$ cat config.mk
export PLATFORM = sky130hd
export DESIGN_NAME = seg_scan_rx
export DESIGN_NICKNAME = d
export VERILOG_FILES = /design/src/rtl/seg_pkg.sv /design/src/rtl/seg_glyph_dec.sv /design/src/rtl/seg_scan_rx.sv
export SDC_FILE = /design/constraint.sdc
export NUM_CORES = 1
export LEC_CHECK = 0
export CAP_MARGIN = 0
export CORE_MARGIN = 3
export CORE_UTILIZATION = 55
export DETAILED_ROUTE_END_ITERATION = 12
export PLACE_DENSITY = 0.78
export SKIP_CTS_REPAIR_TIMING = 1
export SYNTH_ARGS = -nofsm -noshare
export SYNTH_HDL_FRONTEND = slang
export SYNTH_SLANG_ARGS = --single-unit
$ cat constraint.sdc
create_clock -name CLK -period 4.1 [get_ports CLK]
set_input_delay 0.41 -clock CLK [delete_from_list [all_inputs] [get_ports CLK]]
set_output_delay 0.41 -clock CLK [all_outputs]
set_load 0.03 [all_outputs]
$ cat src/rtl/seg_pkg.sv
// Shared constants and types for the scanned 2-digit display receiver.
// Optional feature macro: SEG_ALT_GLYPH_EN (alternate 6/9 glyphs, used by seg_glyph_dec).
package seg_pkg;

    localparam int unsigned SEG_W   = 7;
    localparam int unsigned SEL_W   = 8;
    localparam int unsigned DIGIT_W = 4;
    localparam int unsigned VALUE_W = 7;
    localparam int unsigned CNT_W   = 8;

    // Segment glyphs, gfe_dcba active-high
    localparam logic [SEG_W-1:0] GLYPH_0 = 7'h3f;
    localparam logic [SEG_W-1:0] GLYPH_1 = 7'h06;
    localparam logic [SEG_W-1:0] GLYPH_2 = 7'h5b;
    localparam logic [SEG_W-1:0] GLYPH_3 = 7'h4f;
    localparam logic [SEG_W-1:0] GLYPH_4 = 7'h66;
    localparam logic [SEG_W-1:0] GLYPH_5 = 7'h6d;
    localparam logic [SEG_W-1:0] GLYPH_6 = 7'h7c;
    localparam logic [SEG_W-1:0] GLYPH_7 = 7'h07;
    localparam logic [SEG_W-1:0] GLYPH_8 = 7'h7f;
    localparam logic [SEG_W-1:0] GLYPH_9 = 7'h67;

    // Alternate renderings of 6 and 9 (tail segment lit)
    localparam logic [SEG_W-1:0] GLYPH_ALT_6 = 7'h7d;
    localparam logic [SEG_W-1:0] GLYPH_ALT_9 = 7'h6f;

    // Digit-select codes, active-low
    localparam logic [SEL_W-1:0] SEL_TENS  = 8'b0111_1111;
    localparam logic [SEL_W-1:0] SEL_ONES  = 8'b1101_1111;
    localparam logic [SEL_W-1:0] SEL_BLANK = 8'hFF;

    typedef enum logic [1:0] {
        WAIT_TENS = 2'd0,
        WAIT_ONES = 2'd1,
        EMIT      = 2'd2
    } scan_state_e;

    // One synchronized sample of the scan bus
    typedef struct packed {
        logic [SEL_W-1:0] sel;
        logic [SEG_W-1:0] seg;
    } scan_sample_t;

    localparam scan_sample_t SAMPLE_RST = '{sel: SEL_BLANK, seg: 7'h00};

    // 10*tens + ones using shifts; digits are 0..9 so 7 bits never overflow
    function automatic logic [VALUE_W-1:0] digits_to_bin(
        input logic [DIGIT_W-1:0] tens,
        input logic [DIGIT_W-1:0] ones
    );
        return (VALUE_W'(tens) << 3) + (VALUE_W'(tens) << 1) + VALUE_W'(ones);
    endfunction

endpackage

$ cat src/rtl/seg_glyph_dec.sv
// Combinational 7-segment glyph to decimal digit decoder.
// Macro SEG_ALT_GLYPH_EN: also accept 7d as 6 and 6f as 9.
module seg_glyph_dec
    import seg_pkg::*;
(
    input  logic [SEG_W-1:0]   glyph_i,
    output logic [DIGIT_W-1:0] digit_c_o,
    output logic               legal_c_o
);

    // Map a glyph to its digit; unknown glyphs are flagged illegal
    always_comb begin
        digit_c_o = '0;
        legal_c_o = 1'b1;
        case (glyph_i)
            GLYPH_0: digit_c_o = 4'd0;
            GLYPH_1: digit_c_o = 4'd1;
            GLYPH_2: digit_c_o = 4'd2;
            GLYPH_3: digit_c_o = 4'd3;
            GLYPH_4: digit_c_o = 4'd4;
            GLYPH_5: digit_c_o = 4'd5;
            GLYPH_6: digit_c_o = 4'd6;
            GLYPH_7: digit_c_o = 4'd7;
            GLYPH_8: digit_c_o = 4'd8;
            GLYPH_9: digit_c_o = 4'd9;
`ifdef SEG_ALT_GLYPH_EN
            GLYPH_ALT_6: digit_c_o = 4'd6;
            GLYPH_ALT_9: digit_c_o = 4'd9;
`endif
            default: legal_c_o = 1'b0;
        endcase
    end

endmodule

$ cat src/rtl/seg_scan_rx.sv
// Receiver for a multiplexed 2-digit 7-segment display bus: synchronizes the
// scan lines, accepts slots once stable, and assembles tens+ones frames.
// Macro SEG_ALT_GLYPH_EN: enables alternate 6/9 glyphs in the decoder.
module seg_scan_rx
    import seg_pkg::*;
#(
    parameter int unsigned STABLE_CYCLES = 4
) (
    input  logic               CLK,
    input  logic               RESET,
    input  logic [SEG_W-1:0]   SEG_C,
    input  logic [SEL_W-1:0]   SEG_SEL,
    output logic [DIGIT_W-1:0] DIGIT_10,
    output logic [DIGIT_W-1:0] DIGIT_1,
    output logic [VALUE_W-1:0] VALUE,
    output logic               VALID,
    output logic               ERR
);

    localparam logic [CNT_W-1:0] STABLE_CNT = CNT_W'(STABLE_CYCLES);

    scan_sample_t sync1_q, sync2_q, prev_q;
    logic [CNT_W-1:0] cnt_q, cnt_d;
    logic done_q, done_d;
    logic changed_c, accept_c;

    scan_state_e state_q, state_d;
    logic [DIGIT_W-1:0] tens_q, tens_d;
    logic [DIGIT_W-1:0] digit10_q, digit10_d;
    logic [DIGIT_W-1:0] digit1_q, digit1_d;
    logic [VALUE_W-1:0] value_q, value_d;
    logic valid_q, valid_d;
    logic err_q, err_d;

    logic [DIGIT_W-1:0] dec_digit_c;
    logic dec_legal_c;
    logic is_tens_c, is_ones_c, is_blank_c;

    // Decode the glyph of the sample being accepted
    seg_glyph_dec u_glyph_dec (
        .glyph_i   (prev_q.seg),
        .digit_c_o (dec_digit_c),
        .legal_c_o (dec_legal_c)
    );

    // Two-flop synchronizer on the scan bus, then one delay for change detection
    always_ff @(posedge CLK or negedge RESET) begin
        if (!RESET) begin
            sync1_q <= SAMPLE_RST;
            sync2_q <= SAMPLE_RST;
            prev_q  <= SAMPLE_RST;
        end else begin
            sync1_q <= '{sel: SEG_SEL, seg: SEG_C};
            sync2_q <= sync1_q;
            prev_q  <= sync2_q;
        end
    end

    // Stability counter: accept once when the count reaches STABLE_CYCLES
    always_comb begin
        cnt_d     = cnt_q;
        done_d    = done_q;
        changed_c = (sync2_q != prev_q);
        accept_c  = (cnt_q == STABLE_CNT) && !done_q;
        if (changed_c) begin
            cnt_d  = CNT_W'(1);
            done_d = 1'b0;
        end else begin
            if (cnt_q < STABLE_CNT) begin
                cnt_d = cnt_q + CNT_W'(1);
            end
            if (accept_c) begin
                done_d = 1'b1;
            end
        end
    end

    // Stability counter state
    always_ff @(posedge CLK or negedge RESET) begin
        if (!RESET) begin
            cnt_q  <= '0;
            done_q <= 1'b0;
        end else begin
            cnt_q  <= cnt_d;
            done_q <= done_d;
        end
    end

    // Frame FSM next state, digit latching and pulse generation
    always_comb begin
        state_d   = state_q;
        tens_d    = tens_q;
        digit10_d = digit10_q;
        digit1_d  = digit1_q;
        value_d   = value_q;
        valid_d   = 1'b0;
        err_d     = 1'b0;

        is_tens_c  = (prev_q.sel == SEL_TENS);
        is_ones_c  = (prev_q.sel == SEL_ONES);
        is_blank_c = (prev_q.sel == SEL_BLANK);

        // Illegal select codes and illegal glyphs in digit slots are discarded
        if (accept_c && !is_blank_c) begin
            if (!(is_tens_c || is_ones_c) || !dec_legal_c) begin
                err_d = 1'b1;
            end
        end

        case (state_q)
            WAIT_TENS: begin
                if (accept_c && is_tens_c && dec_legal_c) begin
                    tens_d  = dec_digit_c;
                    state_d = WAIT_ONES;
                end
            end
            WAIT_ONES: begin
                if (accept_c && is_tens_c && dec_legal_c) begin
                    tens_d = dec_digit_c;
                end else if (accept_c && is_ones_c && dec_legal_c) begin
                    digit10_d = tens_q;
                    digit1_d  = dec_digit_c;
                    value_d   = digits_to_bin(tens_q, dec_digit_c);
                    valid_d   = 1'b1;
                    state_d   = EMIT;
                end
            end
            EMIT: begin
                state_d = WAIT_TENS;
            end
            default: begin
                state_d = WAIT_TENS;
            end
        endcase
    end

    // FSM state and registered outputs
    always_ff @(posedge CLK or negedge RESET) begin
        if (!RESET) begin
            state_q   <= WAIT_TENS;
            tens_q    <= '0;
            digit10_q <= '0;
            digit1_q  <= '0;
            value_q   <= '0;
            valid_q   <= 1'b0;
            err_q     <= 1'b0;
        end else begin
            state_q   <= state_d;
            tens_q    <= tens_d;
            digit10_q <= digit10_d;
            digit1_q  <= digit1_d;
            value_q   <= value_d;
            valid_q   <= valid_d;
            err_q     <= err_d;
        end
    end

    assign DIGIT_10 = digit10_q;
    assign DIGIT_1  = digit1_q;
    assign VALUE    = value_q;
    assign VALID    = valid_q;
    assign ERR      = err_q;

endmodule

# [Word-level counts from Yosys, hierarchy flattened]
# Cells that the tools add are included.
# Widths: inputs -> output; s select.
[word_totals] reg_bits=77 inputBits=17 output_inout_bits=17 wordCells=74
[classes] n_addsub=3 n_lt_le_gt_ge=1 n_eq_ne=19 muxes=15 bitwise=1 n_reduce_logical=20
[op_table] cell="$eq 7x7->1 const B" n=7
[op_table] cell="$pmux 4 s9" n=1
[op_table] cell="$eq 8x8->1 const B" n=2
[op_table] cell="$mux 8" n=2
[op_table] cell="$ne 15x15->1" n=1
[op_table] cell="$eq 7x3->1 const B" n=2
[op_table] cell="$reduce_or 10->1" n=1
[op_table] cell="$add 8x1->8 const B" n=1
[op_table] cell="$eq 8x3->1 const B" n=1
[op_table] cell="$eq 8x7->1 const B" n=1
[op_table] cell="$lt 8x3->1 const B" n=1
[op_table] cell="$mux 1" n=8
[op_table] cell="$add 7x4->7" n=1
[op_table] cell="$add 7x5->7" n=1
[op_table] cell="$eq 7x6->1 const B" n=1
[op_table] cell="$logic_and 1x1->1" n=6
[op_table] cell="$mux 2" n=3
[op_table] cell="$ne 2x2->1 const B" n=3
[op_table] cell="$reduce_and 3->1" n=2
[op_table] cell="$logic_not 1->1" n=4
[op_table] cell="$pmux 2 s2" n=1
[op_table] cell="$reduce_bool 2->1" n=2
[op_table] cell="$eq 2x1->1 const B" n=1
[op_table] cell="$logic_not 2->1" n=1
[op_table] cell="other kinds (4)" n=5

# [Longest topological paths before layout]
[logic_depth] word_depth=7 ltp_mapped=12 ltp_nobuf=11

# [Modules after synthesis]
# Synthesis repeated with hierarchy kept, for this count alone.
[unflattened] cells_unflattened=218 area_unflattened_um2=3070.4
[modules_own_cells] module="seg_scan_rx" instances=1 cells_per_inst=181 area_each_um2=2813.9 seq_area_each_um2=1931.9
[modules_own_cells] module="seg_glyph_dec" instances=1 cells_per_inst=37 area_each_um2=256.5 seq_area_each_um2=0.0

# [Worst setup path after synthesis]
# OpenSTA, ideal clock, no wires.
[synth_timing] kind="flip-flop to flip-flop" startpoint="register prev_q[4] (netlist name)" endpoint="register value_q[6] (netlist: VALUE[6])" setup_time_ns=0.125 t_arrival_ns=2.603 required_ns=3.975 path_slack_ns=1.372 stages_incl_launch_ff=12 n_path_buf=1 period_less_slack_ns=2.728 cell_sequence="dfrtp_1 -> buf_6 -> nor4b_4 -> nand2_1 -> o22ai_1 -> ha_1 -> ha_1 -> fa_1 -> a21o_1 -> a21oi_1 -> xnor2_1 -> mux2_4"
[synth_via] word_cells_on_any_way=18 classes_between="add/sub: 1; eq/ne: 10; mux: 2; bitwise: 1; reduce/logical: 4"
[synth_rtl] item="start: declaration" line="seg_scan_rx.sv:22" source="scan_sample_t sync1_q, sync2_q, prev_q;"
[synth_rtl] item="start signal: assignment" line="seg_scan_rx.sv:55" source="prev_q <= sync2_q;"
[synth_rtl] item="$eq 7x7->1 / $eq 7x3->1 (equally long branches)" line="seg_glyph_dec.sv:15" source="case (glyph_i)"
[synth_rtl] item="$pmux 4 s9 (*)" line="seg_glyph_dec.sv:15"
[synth_rtl] item="net dec_digit_c[2]" line="seg_scan_rx.sv:35" source="logic [DIGIT_W-1:0] dec_digit_c;"
[synth_rtl] item="$add 7x4->7 (*)" line="seg_pkg.sv:51" source="return (VALUE_W'(tens) << 3) + (VALUE_W'(tens) << 1) + VALUE_W'(ones);"
[synth_rtl] item="end signal: assignment" line="seg_scan_rx.sv:152" source="value_q <= value_d;"
[synth_rtl] item="end: declaration" line="seg_scan_rx.sv:31" source="logic [VALUE_W-1:0] value_q, value_d;"
# The timed path passes the listed nets; every way through them passes the cells marked *.
# A chain may end at the register's enable or synchronous reset.

# [Worst setup path after layout]
# Same ends and word-level chain as after synthesis.

==> qor.csv <==
metric,value,unit
dpl_cell_area,0.00354,mm^2
finalClockSkew,6.81,ps
critPathKind,reg -> reg,
async_reset_ff_frac,1.00,
fp.dieArea,0.00679,mm^2
r2r_end,VALUE[6],
clk_latency,350,ps
totalPowerFinal,1400,uW
synth_top_area_frac,0.405,
layout_setup_ws,1080,ps
required,4340,ps
ys_seq_area_frac,0.602,
crit_start,prev_q[4],
rsz0062_at_grt,no,
via_per_inst,5.25,
rr_startpoint,prev_q[4],
final.fill_count,403,
status,completed,
setup_tns,0,ps
synth.distinct_cells,54,
antenna_cells,0,
arrival,3260,ps
wl_per_cell,14.7,um
synth_area_leaders,"dfrtp_1 41%, dfstp_2 20%, mux2_4 4.7%",
wirelength,4920,um
finalCriticalPeriod,3020,ps
start_util,0.576,
coreArea,0.00557,mm^2
cap_violations,0,
finalNonFillerCells,334,
synth_nets,249,
place_hpwl,3510,um
antenna_left,0,
path_max_fanout,11,
htreeDepth,3,
drc,0,
drt_iter0_drc,149,
drtPass1Iterations,4,
slew_headroom,0.430,
cts-root-buf,clkbuf_8,
r2r_cells,10,
die_w,82.4,um
slew_viol_final,0,
synth_top_area_cell,dfrtp_1,
final_nets,285,
grt_overflow_total,0,
postSynthCellCount,221,
power_density,375,mW/mm^2
portBuffers,33,
ys.flop_type,dfrtp_1,
worst_setup_path_end_kind,flip-flop,
timing.final.crit_share,0.737,
place.gp.congestion,0.891,
r2r_setup_slack,1080,ps
cts_max_path_buffers,2,
grt_pass1_wl,8210,um
fin_area,0.00373,mm^2
io-pin-count,34,
grt_use_total,0.168,
pre_cts_slack,1110,ps
setup_viol,0,
antenna_found_initial,0,
p_leak,0.00164,uW
synthMostInstantiatedCell,dfrtp_1,
drive_gt1_frac,0.271,
numCtsBuffers,9,
endpoint,VALUE[6],
yosysWarnings,0,
syn_area,0.00321,mm^2
synth_edf_count,0,
area_growth,16.2,%
placementRows,27,
clock-sinks,76,
hold_viol,0,
fp.dieH,82.4,um
max-vdd-ir-drop,0.250,mV
start_kind,flip-flop,
avgSynthCellArea,14.5,um^2
placed_cells,318,
clk_pin_slew_worst_paths,80,ps
hold_path.class,in -> async,
synthTopCellsByCount,"52 x dfrtp_1, 24 x dfstp_2, 14 x xnor2_1",
fmax,331,MHz
tightestPinTransition,855,ps
grt_max_degree,42,
first_global_vias,1739,
vias,1754,
ys_ff_latch,76,
cts_tree,built,
## cell usage in the layout (no fill, tap or decap), drive strengths merged, types with 3 or more instances in the layout
master,Yosys,final
a21oi,8,8
and2,6,6
clkbuf,1,10
clkdlybuf4s50,0,32
clkinv,0,3
dfrtp,52,52
dfstp,24,24
ha,9,9
inv,6,8
mux2,16,16
mux2i,3,3
nand2,9,9
nand4,7,7
nor2,3,3
nor3,7,7
nor4,3,3
o21ai,3,3
xnor2,14,14
xor2,10,10
## routing by layer
layer  track usage  vias up  share of wire
met1         0.226      868           0.47
met4        0.0781        0          0.012
li1              -      843              -
met5             0        -              0
met2         0.244       36           0.47
met3        0.0597        7          0.048
## final cells by class
| type | count | area, um^2 | share of cell area |
|---|---|---|---|
| flip-flops and latches | 76 | 1930 | 0.518 |
| clock inverters | 6 | 45.0 | 0.0121 |
| clock buffers | 10 | 149 | 0.0399 |
| repair buffers | 34 | 333 | 0.0892 |
| inverters | 6 | 22.5 | 0.00604 |
| multi-input cells | 130 | 1160 | 0.311 |
| well taps | 72 | 90.1 | 0.0242 |
## power breakdown
group	internal [uW]	switching (uW)	leakage, uW
Sequential	781	22.6	0.000925
Clock	259	274	0.0000983
Combinational	32.2	30.5	0.000612
Total	1070	327	0.00164
## cell families (layout without fill, tap and decap cells)
logic type      count (synthesis)  after routing  share of synthesized area
simple gates                   50             50                      0.108
buf+inv                        15             56                     0.0370
mux                            19             19                     0.0772
compound gates                 26             26                     0.0628
xor+xnor                       24             24                     0.0655
fa+ha+maj                      11             11                     0.0476
flops                          76             76                      0.602
## flip-flops by register name, indices dropped and copies added, names as in the netlist
name      cells
VALID         1
state_q       2
tens_q        4
cnt_q         8
DIGIT_10      4
VALUE         6
done_q        1
sync2_q      15
sync1_q      15
DIGIT_1       4
ERR           1
prev_q       15
## worst max-delay path: stages (launching register included)
cell     delay, ps
dfrtp_1        550
nor4b_4        350
nand2_1        130
o22ai_1        260
ha_1           290
ha_1           230
fa_1           400
a21o_1         190
a21oi_1        160
xnor2_1         80
mux2_4         260
## through the flow
stage	utilization	hold WS, ps
finish	0.669	166
global route	0.669	222
CTS	0.669	190
detailed placement	0.634	341
global placement	0.634	332
floorplan	-	114
## worst min path at each step
stage / endpoint / slack (ps) / depth (start not counted)
final: DIGIT_10[1] / 170 / 1
after global routing: DIGIT_10[2] / 220 / 1
after CTS: DIGIT_10[2] / 190 / 1
after detailed placement: sync2_q[5] / 340 / 0
after global placement: sync2_q[1] / 330 / 0
after floorplan: DIGIT_10[0] / 110 / 0
(Power assumes the default switching activity.)
